--- config.mk ---
export PLATFORM = sky130hd
export DESIGN_NAME = fifo_wptr_full
export DESIGN_NICKNAME = d
export VERILOG_FILES = /design/src/rtl/fifo_pkg.sv /design/src/rtl/fifo_sync_2ff.sv /design/src/rtl/fifo_wptr_full.sv
export SDC_FILE = /design/constraint.sdc
export NUM_CORES = 1
export LEC_CHECK = 0
export CAP_MARGIN = 40
export CORE_MARGIN = 3
export CORE_UTILIZATION = 49
export CTS_CLUSTER_DIAMETER = 150
export DETAILED_ROUTE_END_ITERATION = 10
export PLACE_DENSITY = 0.87
export SLEW_MARGIN = 30
export SYNTH_ARGS = -nofsm -noshare
export SYNTH_HDL_FRONTEND = slang
export SYNTH_HIERARCHICAL = 1
export SYNTH_SLANG_ARGS = --single-unit
--- constraint.sdc ---
create_clock -name w_clk -period 2.7 [get_ports w_clk]
set_input_delay 0.405 -clock w_clk [delete_from_list [all_inputs] [get_ports w_clk]]
set_output_delay 0.405 -clock w_clk [all_outputs]
set_load 0.02 [all_outputs]
--- src/rtl/fifo_pkg.sv ---
// Shared helpers for the asynchronous FIFO pointer controllers: Gray/binary
// conversion and the pointer-width convention (pointers are one bit wider than addresses).
package fifo_pkg;

    localparam int DEFAULT_ADDR_SIZE = 4;

    function automatic int ptr_width(input int addr_size);
        return addr_size + 1;
    endfunction

    // Both conversions operate on zero-extended values.
    // Any pointer width up to 32 bits is handled by casting at the call site.
    function automatic logic [31:0] bin2gray(input logic [31:0] b);
        return (b >> 1) ^ b;
    endfunction

    function automatic logic [31:0] gray2bin(input logic [31:0] g);
        logic [31:0] b;
        b = '0;
        for (int i = 0; i < 32; i++) begin
            b[i] = ^(g >> i);
        end
        return b;
    endfunction

endpackage

--- src/rtl/fifo_sync_2ff.sv ---
// Two-flop synchronizer for a Gray-coded pointer crossing into the local clock domain.
module fifo_sync_2ff #(
    parameter int WIDTH = 1
) (
    input  logic             clk,
    input  logic             rst_n,
    input  logic [WIDTH-1:0] d_i,
    output logic [WIDTH-1:0] q_o
);

    logic [WIDTH-1:0] s1_q;
    logic [WIDTH-1:0] s2_q;

    // NOTE: sequential state uses non-blocking assignments so stage 2 samples the old stage 1.
    always_ff @(posedge clk or negedge rst_n) begin
        if (!rst_n) begin
            s1_q <= '0;
            s2_q <= '0;
        end else begin
            s1_q <= d_i;
            s2_q <= s1_q;
        end
    end

    assign q_o = s2_q;

endmodule

--- src/rtl/fifo_wptr_full.sv ---
// Write-domain pointer and full-flag controller for the asynchronous FIFO.
// Define FIFO_AFULL_EN to add the registered w_almost_full output.
module fifo_wptr_full
    import fifo_pkg::*;
#(
    parameter int ADDR_SIZE   = DEFAULT_ADDR_SIZE
`ifdef FIFO_AFULL_EN
   ,parameter int AFULL_LEVEL = 12
`endif
) (
    input  logic                 w_clk,
    input  logic                 w_rst_n,
    input  logic                 w_inc,
    input  logic [ADDR_SIZE:0]   r_ptr,
    output logic [ADDR_SIZE-1:0] w_addr,
    output logic [ADDR_SIZE:0]   w_ptr,
    output logic                 w_full,
    output logic [ADDR_SIZE:0]   w_count,
    output logic                 w_overflow
`ifdef FIFO_AFULL_EN
   ,output logic                 w_almost_full
`endif
);

    localparam int PTR_W = ptr_width(ADDR_SIZE);
    localparam int MSB   = PTR_W - 1;

    logic [MSB:0] wq2_rptr;
    logic [MSB:0] w_bin_q,   w_bin_d;
    logic [MSB:0] w_ptr_q,   w_ptr_d;
    logic [MSB:0] w_count_q, w_count_d;
    logic         w_full_q,  w_full_d;
    logic         w_overflow_q;
    logic         accept;
    logic [MSB:0] rq_bin;

    fifo_sync_2ff #(.WIDTH(PTR_W)) u_rptr_sync (
        .clk   (w_clk),
        .rst_n (w_rst_n),
        .d_i   (r_ptr),
        .q_o   (wq2_rptr)
    );

    // NOTE: every combinational output gets a default first, so no path can infer a latch.
    always_comb begin
        accept    = w_inc && !w_full_q;
        w_bin_d   = w_bin_q + PTR_W'(accept);
        w_ptr_d   = PTR_W'(bin2gray(32'(w_bin_d)));
        rq_bin    = PTR_W'(gray2bin(32'(wq2_rptr)));
        // Full when the write pointer is one lap ahead of the read pointer.
        // In Gray code that is the top two bits inverted, rest equal.
        w_full_d  = (w_ptr_d == {~wq2_rptr[MSB:MSB-1], wq2_rptr[MSB-2:0]});
        w_count_d = w_bin_d - rq_bin;
    end

    always_ff @(posedge w_clk or negedge w_rst_n) begin
        if (!w_rst_n) begin
            w_bin_q      <= '0;
            w_ptr_q      <= '0;
            w_full_q     <= 1'b0;
            w_count_q    <= '0;
            w_overflow_q <= 1'b0;
        end else begin
            w_bin_q      <= w_bin_d;
            w_ptr_q      <= w_ptr_d;
            w_full_q     <= w_full_d;
            w_count_q    <= w_count_d;
            w_overflow_q <= w_inc && w_full_q;
        end
    end

`ifdef FIFO_AFULL_EN
    localparam logic [MSB:0] AFULL_THR = PTR_W'(AFULL_LEVEL);

    logic w_afull_q;

    always_ff @(posedge w_clk or negedge w_rst_n) begin
        if (!w_rst_n) begin
            w_afull_q <= 1'b0;
        end else begin
            w_afull_q <= (w_count_d >= AFULL_THR);
        end
    end

    assign w_almost_full = w_afull_q;
`endif

    assign w_addr     = w_bin_q[ADDR_SIZE-1:0];
    assign w_ptr      = w_ptr_q;
    assign w_full     = w_full_q;
    assign w_count    = w_count_q;
    assign w_overflow = w_overflow_q;

endmodule

### Yosys cells after proc, flatten, opt, wreduce, memory -nomap -nowiden

Cells that the tools add are included.

| storage, ports and cells | value |
|---|---|
| register bits after elaboration | 27 |
| output and inout bits | 16 |

| cells by class | value |
|---|---|
| add/subtract/negate cells | 2 |
| eq/ne operators | 1 |
| bitwise gates (word level) | 2 |
| reduce and logical (&&, ||, !) cells | 8 |

Operators by type and width:

| cell | number |
|---|---|
| parity 32 bit | 5 |
| adder 5 x 1 -> 5 bit | 1 |
| == test 5 bit | 1 |
| subtractor 5 bit | 1 |
| bitwise XOR 4 x 5 -> 5 bit | 1 |
| logical AND 1 bit | 2 |
| NOT 2 bit | 1 |
| zero test 1 bit | 1 |

### Longest topological paths before layout

Gate-level depths: netlist (run 1).

| logic depth | value |
|---|---|
| depth in word-level cells | 5 |
| depth in mapped cells | 9 |
| gate-level depth less buffers | 9 |

### Modules after synthesis

Netlist (run 1), hierarchy kept.

Modules (own cells, without submodules):

| module | instances | cells each | area an instance (µm²) | seq. area each (µm²) |
|---|---|---|---|---|
| fifo_wptr_full | 1 | 69 | 880.8 | 400.4 |
| fifo_sync_2ff | 1 | 10 | 250.2 | 250.2 |

### Worst setup path after synthesis (run 1)

OpenSTA, ideal clock, no wires.

| path | value |
|---|---|
| path kind | register to register |
| from | register u_rptr_sync.s2_q[3], in the netlist u_rptr_sync/q_o[3] |
| to | register w_count_q[4], in the netlist w_count[4] |
| setup time | 0.130 ns |
| data arrival time | 2.137 ns |
| data required time | 2.570 ns |
| slack | 0.433 ns |
| cell stages (with the launch flop) | 10 |
| path buffers | 0 |
| cells stage by stage | dfrtp_1 xnor3_1 xor2_1 xnor2_1 ha_1 fa_1 inv_1 a221o_1 o21ai_2 xnor2_1 |

| on the way | value |
|---|---|
| cells in the longest elaborated chain, start to end | 2 |

Ends and longest elaborated chain:

| item | RTL line | RTL |
|---|---|---|
| start, declared | fifo_sync_2ff.sv:12 | `logic [WIDTH-1:0] s2_q;` |
| start signal, assigned | fifo_sync_2ff.sv:21 | `s2_q <= s1_q;` |
| parity 32 bit | fifo_pkg.sv:21 | `b[i] = ^(g >> i);` |
| subtractor 5 bit (*) | fifo_wptr_full.sv:53 | `w_count_d = w_bin_d - rq_bin;` |
| named net w_count_d[4] | fifo_wptr_full.sv:31 | `logic [MSB:0] w_count_q, w_count_d;` |
| end signal, assigned | fifo_wptr_full.sv:67 | `w_count_q <= w_count_d;` |
| end, declared | fifo_wptr_full.sv:31 |  |

Mark *: on every way through the listed nets, which the timed path passes. The rest lies on a longest branch.

### Worst setup path after layout (run 1)

Same ends and word-level chain as after synthesis.

==> impl_metrics.toml, run 1 <==
[run]
maxCapViolCount = 0

[critical_path]
worstSetupPathType = "flop to flop"
required_ps = 2920
crit_arrival_ps = 2670
setup.worst_path.end_class = "flop"
start_kind = "flop"
crit_fanout = 3

[synthesis]
ys_seq_elements = 26
yosys_warnings = 6
yosysUniqueCellTypes = 21
ys_top_cells_by_area = "dfrtp_1 (58%), xor2_1 (7.7%), xnor2_1 (7.0%)"
syn_area_per_cell_um2 = 14.3
synth-seq-area-share = 0.575
netlist.area_leader.share = 0.575
syn_nets = 94
synth_area_um2 = 1130
synth_top_cell_by_area = "dfrtp_1"
synthCells = 79

[sta]
setup_ws_ps = 247
skew_ps = 4.35
period_share = 0.908
period_minus_slack_ps = 2450
slew_headroom = 0.749
hold_violations = 0
max_freq_mhz = 408
worst_slew_pin_slew_ps = 373
setup_viol = 0
rsz0062_at_grt = "no"
drv_slew = 0

[die]
fp-row-count = 16
coreArea_um2 = 2060
die_y_um = 54.0
initial_core_util = 0.549
fp.dieW_um = 54.0
die_area_um2 = 2920
ioPinCount = 24

[final_layout]
multi_input_area_um2 = 458
syn2layout_area_growth_pct = 32.6
n_antenna_cell = 0
seqCellArea_um2 = 651
nFillCells = 151
drive_above_1_share = 0.142
final_cell_count_no_fill = 140
final_nets = 129

[power]
power-per-cell-area_nw_per_um2 = 1370
p_leak_nw = 0.691
finalPower_mw = 2.05
peakVddDrop_uv = 845

[clocking]
insertion_delay_ps = 320
cts_root_buf = "clkbuf_4"
cts_setup_buffers = 0
numCtsBuffers = 3
cts_sinks = 26
cts-resized-gates = 0
cts_tree = "yes"
hold_buffers = 0
cts.clk_slew.worst_paths_ps = 140
cts.path.max_buffers = 2
cts.htree.levels = 1

[drt]
vias = 696
drtAntennaViolNets = 0
firstDrtPassIters = 4
drc = 0
routed_wirelength_um = 1870
drt_iter0_drc = 4
avgRoutedWirePerCell_um = 13.4
vias_per_cell = 4.97

[place]
hpwl_um = 1440
dp_slack_ps = -32.6
place_congestion = 0.798
placed_cells = 136
io_buffer_count = 23

[global_routing]
track_usage = 0.157
grt_pass1_vias = 724
grt_pass1_wl_um = 3170
grt_max_degree = 27
grt_remaining_overflow = 0
antenna_found_initial = 0

[worst_hold_path]
min_path_type = "flop to flop"

[outcome]
status = "completed"
## cell usage after synthesis
library cell	instances
mux2_2	1
and2_1	1
ha_1	6
dfrtp_1	26
nand2_1	2
a21oi_1	1
o21ai_2	1
inv_1	6
nand3_1	3
xor2_1	10
a221oi_1	1
a2111oi_2	1
a221o_1	1
xnor2_2	1
nor2b_1	3
or3_1	1
xnor3_1	2
fa_1	1
a31oi_1	1
xor2_2	1
xnor2_1	9
## worst max-delay path, cell delays in order (launching register included)
cell and delay [ps]:
dfrtp_1 440, xnor3_1 470, xor2_1 280, xnor2_1 110
ha_1 220, fa_1 420, inv_1 70, a221o_1 140
o21ai_2 60, xnor2_1 130
## cells in the final DEF, fill, tap and decap left out, types with 2 or more instances in the layout
cell and instances:
buf_4 7, clkbuf_4 3, clkdlybuf4s50_1 23, dfrtp_1 26
ha_1 6, inv_1 6, nand2_1 2, nand3_1 3
nor2b_1 3, xnor2_1 9, xnor3_1 2, xor2_1 10
## kinds of logic after synthesis
logic type / share of synthesized area
AND/OR/NAND/NOR: 0.0476
buffers and inverters: 0.0199
XOR/XNOR: 0.216
multiplexers: 0.00996
AO/OA/AOI/OAI: 0.0476
flip-flops: 0.575
adder cells (fa/ha/maj): 0.0841
## through the flow
stage	area, um2	TNS (ps)	utilization	hold slack (ps)
3_3_place_gp	1450	0	0.702	332
3_5_place_dp	1450	-32.6	0.702	336
4_1_cts	1500	0	0.728	366
2_1_floorplan	1130	0	-	109
6_report	1500	0	0.728	363
5_1_grt	1500	0	0.728	376
## power by group
part           switching, mW  total [mW]  internal (mW)  leakage (nW)
Sequential            0.0903       0.616          0.526         0.308
Clock                  0.112       0.263          0.150        0.0279
Combinational          0.573        1.17          0.597         0.355
Total                  0.776        2.05           1.27         0.691
## flip-flops by register name, summed over array words and instances, names as in the netlist
signal,cells
w_overflow,1
u_rptr_sync/q_o,5
w_ptr,4
u_rptr_sync/s1_q,5
w_full,1
w_count,5
w_bin_q,5
## metal layers
metal / share of wire / GRT usage / vias up / wire length (um)
li1: - / - / 325 / -
met1: 0.40 / 0.191 / 342 / 753
met2: 0.51 / 0.264 / 24 / 949
met3: 0.069 / 0.0332 / 5 / 129
met4: 0.020 / 0.0747 / 0 / 38
met5: 0 / 0 / - / 0
## path summary, 6_finish.rpt
kind	startpoint	endpoint	slack, ps	cells after the start
min in group asynchronous	w_rst_n	w_overflow	430	2
min reg2reg	u_rptr_sync/s1_q[0]	u_rptr_sync/q_o[0]	360	0
max reg2reg	u_rptr_sync/q_o[3]	w_count[4]	250	9
max	u_rptr_sync/q_o[3]	w_count[4]	250	9
min	u_rptr_sync/s1_q[0]	u_rptr_sync/q_o[0]	360	0
max in group asynchronous	w_rst_n	u_rptr_sync/q_o[1]	2030	2
## area by class of cell
cell class              count  area share
flip-flops and latches     26       0.434
multi-input cells          47       0.305
repair buffers             30       0.188
well taps                  27      0.0225
clock buffers               3      0.0150
inverters                   6      0.0150
clock inverters             1      0.0200
(Power assumes the default switching activity.)
==> run 2: changes to the inputs <==
HOLD_SLACK_MARGIN = 0.15   (was default)
==> results of run 2 <==
The final DEF is identical to that of run 1; final timing and power are the same.
